File: src/rtl/fifo_wr_arbiter.sv
// Round-robin write-side arbiter sharing one FIFO write port among N producers,
// with bounded bursts per owner and a one-cycle flush sequencer.
module fifo_wr_arbiter #(
  parameter int N     = 4,
  parameter int WS    = 16,
  parameter int BURST = 4
) (
  input  logic                 clk,
  input  logic                 reset,
  input  logic [N-1:0]         req,
  input  logic [N*WS-1:0]      data_in,
  output logic [N-1:0]         gnt,
  input  logic                 flush_req,
  input  logic                 fifo_full,
  output logic                 fifo_push,
  output logic [WS-1:0]        fifo_data,
  output logic                 fifo_flush,
  output logic [$clog2(N)-1:0] src_id
);

  localparam int IW = $clog2(N);
  localparam int CW = $clog2(BURST + 1);

  typedef enum logic [1:0] {ARB, HOLD, FLUSH} state_t;

  state_t        state, state_nxt;
  logic [IW-1:0] ptr, ptr_nxt;
  logic [IW-1:0] owner, owner_nxt;
  logic [CW-1:0] cnt, cnt_nxt;
  logic [CW-1:0] cnt_inc;

  logic          rr_found;
  logic [IW-1:0] rr_idx;
  logic [IW-1:0] cand;
  int            j;

  logic          grant_vld;
  logic [IW-1:0] grant_idx;
  logic          flush_now;

  function automatic logic [IW-1:0] inc_idx(input logic [IW-1:0] i);
    return (i == IW'(N - 1)) ? '0 : i + 1'b1;
  endfunction

  // First requester at or after ptr, wrapping modulo N
  always_comb begin
    rr_found = 1'b0;
    rr_idx   = '0;
    cand     = '0;
    j        = 0;
    for (int k = 0; k < N; k++) begin
      j = int'(ptr) + k;
      if (j >= N) j = j - N;
      cand = IW'(j);
      if (!rr_found && req[cand]) begin
        rr_found = 1'b1;
        rr_idx   = cand;
      end
    end
  end

  assign cnt_inc = cnt + CW'(1);

  always_comb begin
    state_nxt = state;
    ptr_nxt   = ptr;
    owner_nxt = owner;
    cnt_nxt   = cnt;
    grant_vld = 1'b0;
    grant_idx = '0;
    flush_now = 1'b0;
    case (state)
      ARB: begin
        if (flush_req) begin
          state_nxt = FLUSH;
        end else if (!fifo_full && rr_found) begin
          grant_vld = 1'b1;
          grant_idx = rr_idx;
          if (BURST == 1) begin
            ptr_nxt = inc_idx(rr_idx);
          end else begin
            owner_nxt = rr_idx;
            cnt_nxt   = CW'(1);
            state_nxt = HOLD;
          end
        end
      end
      HOLD: begin
        if (flush_req) begin
          ptr_nxt   = inc_idx(owner);
          state_nxt = FLUSH;
        end else if (!req[owner]) begin
          ptr_nxt   = inc_idx(owner);
          state_nxt = ARB;
        end else if (!fifo_full) begin
          // A full FIFO stalls the burst without consuming a beat
          grant_vld = 1'b1;
          grant_idx = owner;
          cnt_nxt   = cnt_inc;
          if (cnt_inc == CW'(BURST)) begin
            ptr_nxt   = inc_idx(owner);
            state_nxt = ARB;
          end
        end
      end
      FLUSH: begin
        flush_now = 1'b1;
        cnt_nxt   = '0;
        state_nxt = ARB;
      end
      default: state_nxt = ARB;
    endcase
  end

  always_ff @(posedge clk) begin
    if (reset) begin
      state <= ARB;
      ptr   <= '0;
      owner <= '0;
      cnt   <= '0;
    end else begin
      state <= state_nxt;
      ptr   <= ptr_nxt;
      owner <= owner_nxt;
      cnt   <= cnt_nxt;
    end
  end

  always_comb begin
    gnt        = '0;
    fifo_push  = 1'b0;
    fifo_data  = '0;
    fifo_flush = 1'b0;
    src_id     = '0;
    if (!reset) begin
      fifo_flush = flush_now;
      if (grant_vld) begin
        gnt       = N'(1) << grant_idx;
        fifo_push = 1'b1;
        fifo_data = data_in[grant_idx*WS +: WS];
        src_id    = grant_idx;
      end
    end
  end

endmodule

File: config.mk
export PLATFORM = sky130hd
export DESIGN_NAME = fifo_wr_arbiter
export DESIGN_NICKNAME = d
export VERILOG_FILES = /design/src/rtl/fifo_wr_arbiter.sv
export SDC_FILE = /design/constraint.sdc
export NUM_CORES = 1
export LEC_CHECK = 0
export CORE_ASPECT_RATIO = 1.25
export CORE_MARGIN = 1
export CORE_UTILIZATION = 33
export CTS_CLUSTER_SIZE = 10
export DETAILED_ROUTE_END_ITERATION = 10
export MAX_ROUTING_LAYER = met4
export PLACE_DENSITY = 0.81
export SYNTH_ARGS = -nofsm -noshare
export SYNTH_HDL_FRONTEND = slang
export SYNTH_SLANG_ARGS = --single-unit
File: constraint.sdc
create_clock -name clk -period 5.5 [get_ports clk]
set_input_delay 1.65 -clock clk [delete_from_list [all_inputs] [get_ports clk]]
set_output_delay 1.65 -clock clk [all_outputs]
set_load 0.02 [all_outputs]
==> results_dict.tcl <==
set metrics [dict create \
    crit_type "input port to primary output" \
    synthXorXnorAreaFrac_pct 0 \
    wl_um 4780 \
    dieArea_um2 3850 \
    critPathRequiredTime_ns 3.85 \
    synth_nets 228 \
    drt_iter0_markers 70 \
    drv_slew 0 \
    tightest_slew_ns 0.400 \
    root_buffer "clkbuf_8" \
    holdPathEnd "cnt[1]" \
    detailedPlace.worstSlack_ns -0.576 \
    rows 24 \
    outcome "completed" \
    clockBufferDepth 2 \
    routedWlPerCell_um 15.5 \
    power_density_nw_per_um2 123 \
    ys_warn_count 0 \
    dpl_cell_area_um2 2270 \
    finalCritPeriodShare_pct 97.8 \
    cts_max_level 1 \
    p_sw_mw 0.0848 \
    synth_simple_gate_area_share_pct 18.8 \
    viasPerCell 5.23 \
    layout_commonest_cell "clkdlybuf4s50_1" \
    rr_worst_depth 6 \
    worst_ep_arrival_time_ns 3.73 \
    io-pin-count 96 \
    seqPwrFrac_pct 24.9 \
    hold_buffers 0 \
    power_mw 0.288 \
    critical_path.startpoint_type "input port" \
    grt_start_max_net_pins 17 \
    comb_power_share_pct 46.8 \
    synth_cell_types 29 \
    setup_violations 0 \
    synth-seq-area-share_pct 15.1 \
    pwr-share-clk_pct 28.2 \
    drive_above_1_share_pct 22.3 \
    layout_common_cells "67 x clkdlybuf4s50_1, 35 x mux2i_1, 27 x buf_4" \
    portBuffers 95 \
    ir_drop_uv 137 \
    syn_area_um2 1190 \
    r2r_start "owner[0]" \
    fmax_mhz 186 \
    synth_top_family_by_area "multiplexers" \
    hold_start "cnt[1]" \
    reg2reg_to "cnt[0]" \
    synth_seq_cells 9 \
    finalHoldViolCount 0 \
    grt_pass1_vias 1643 \
    synth_mux_area_share_pct 33.2 \
    end_kind "primary output" \
    yosys.area_share.adder_pct 7.36 \
    die_y_um 69.1 \
    crit_fanout 8 \
    cts_tree "yes" \
    syn_inst 149 \
    p_leak_nw 1.24 \
    setup_slack_ns 0.124 \
    nets 349 \
    clock_skew_ns 0.00203 \
    rsz0062_at_grt "false" \
    grtUsageTotal_pct 25.3 \
    drt-pass1-iter-count 4 \
    antenna_cells 0 \
    slew-limit-headroom_pct 73.4 \
    gp_congestion 0.931 \
    antenna_found_initial 0 \
    num_vias 1610 \
    numCtsBuffers 3 \
    grt_pass1_wl_um 7570 \
    power.share.switching_pct 29.5 \
    cts_num_sinks 9 \
    synth_compound_area_share_pct 17.9 \
    syn_to_final_growth_pct 97.0 \
    reg2reg_setup_slack_ns 3.55 \
    die_w_um 55.7 \
    postSynthAreaPerCell_um2 7.99 \
    overflow 0 \
    stdcell_area_um2 2340 \
    p_int_mw 0.203 \
    drc_errors 0 \
    ant_nets 0 \
    clock_latency_ns 0.24 \
    path_clk_slew_ns 0.05 \
    coreArea_um2 3450 \
    fin_crit_ns 5.38 \
    dp_hpwl_um 3480 \
    start_util_pct 34.5 \
    drv_cap 0 \
    hold_path_depth 2 \
    min_path_type "flip-flop to flip-flop" \
    fill_cells 295 \
]
-- synthesized netlist by cell type --
| master | instances | area [µm²] |
|---|---|---|
| mux2i_1 | 35 | 350 |
| o22ai_1 | 16 | 100 |
| a21oi_1 | 13 | 65.1 |
| nor2_1 | 12 | 45.0 |
| nand2_1 | 11 | 41.3 |
| dfxtp_1 | 9 | 180 |
| ha_1 | 7 | 87.6 |
| inv_1 | 7 | 26.3 |
| nor3_1 | 6 | 30.0 |
| buf_6 | 4 | 45.0 |
| clkbuf_1 | 3 | 11.3 |
| nand2b_1 | 3 | 18.8 |
| nand3_1 | 3 | 15.0 |
| o21ai_0 | 3 | 15.0 |
| inv_2 | 2 | 7.51 |
| mux2_2 | 2 | 22.5 |
| a211o_1 | 1 | 8.76 |
| a211oi_1 | 1 | 7.51 |
| and2_1 | 1 | 6.26 |
| and2_4 | 1 | 8.76 |
| mux4_2 | 1 | 22.5 |
| nand4bb_1 | 1 | 11.3 |
| nor2b_1 | 1 | 6.26 |
| nor4_2 | 1 | 12.5 |
| o21a_1 | 1 | 7.51 |
| o221ai_1 | 1 | 8.76 |
| or3_1 | 1 | 6.26 |
| or3_4 | 1 | 11.3 |
| or4_4 | 1 | 11.3 |
-- through the flow --
step	util (%)	hold WS (ns)	cells	setup TNS [ns]
global placement	65.8	0.442	293	-10.91
global route	67.9	0.487	308	0
finish	67.9	0.473	308	0
detailed placement	65.8	0.462	293	-11.17
CTS	66.9	0.470	306	0
floorplan	-	0.436	149	0
-- final cells by class --
cell class                 count  area, µm²  share of cell area [%]
timing repair buffer         120       1080                    46.0
clock buffer                   4       45.0                    1.92
sequential                     9        180                    7.69
inverter                       9       33.8                    1.44
tap                           39       48.8                    2.08
multi-input combinational    127        958                    40.9
-- per-layer routing --
metal	vias up	share of wire (%)	GRT usage (%)	wire length (µm)
li1	795	-	-	-
met1	720	39	27.6	1840
met2	86	52	45.8	2470
met3	9	7.9	4.69	378
met4	0	1.8	7.78	84
met5	-	0	-	0
-- cells by family after synthesis --
group	Yosys count
simple gates	43
mux	38
buf+inv	16
flops	9
compound gates	36
fa+ha+maj	7
-- critical path, stage by stage --
cell	delay, ns
dlygate4sd2_1	0.25
nor4_2	0.07
or3_4	0.37
or4_4	0.56
and2_4	0.21
buf_4	0.15
mux2i_1	0.10
o22ai_1	0.15
buf_2	0.19
-- how the worst max path moves through the flow --
stage               startpoint             to  slack (ns)  depth (start not counted)
floorplan            flush_req         gnt[1]        0.29                          7
global placement        req[1]   fifo_data[4]       -0.57                          8
detailed placement      req[3]   fifo_data[4]       -0.58                          8
CTS                     req[0]   fifo_data[1]      0.0001                          9
global route            req[3]   fifo_data[3]        0.06                          9
finish                  req[1]  fifo_data[15]        0.12                          9
-- registers in the layout, summed over array words and instances (netlist names) --
name and flops:
cnt 3, owner 2, ptr 2, state 2
-- power groups by stage --
stage / registers (mW) / clock network (mW) / logic, mW
6_report: 0.0717 / 0.0812 / 0.135
5_1_grt: 0.0723 / 0.0853 / 0.145
4_1_cts: 0.0716 / 0.0828 / 0.134
3_5_place_dp: 0.0729 / 0 / 0.131
3_3_place_gp: 0.0728 / 0 / 0.128
2_1_floorplan: 0.0721 / 0 / 0.0535
-- repair_timing --
item                       4_1_cts  5_1_grt
pin swaps                        2        2
buffers inserted                 6        2
gates resized for setup         85        6
setup endpoints to repair       22       12
gates cloned                     3        0
No activity file was read; power rests on OpenSTA's default activity.
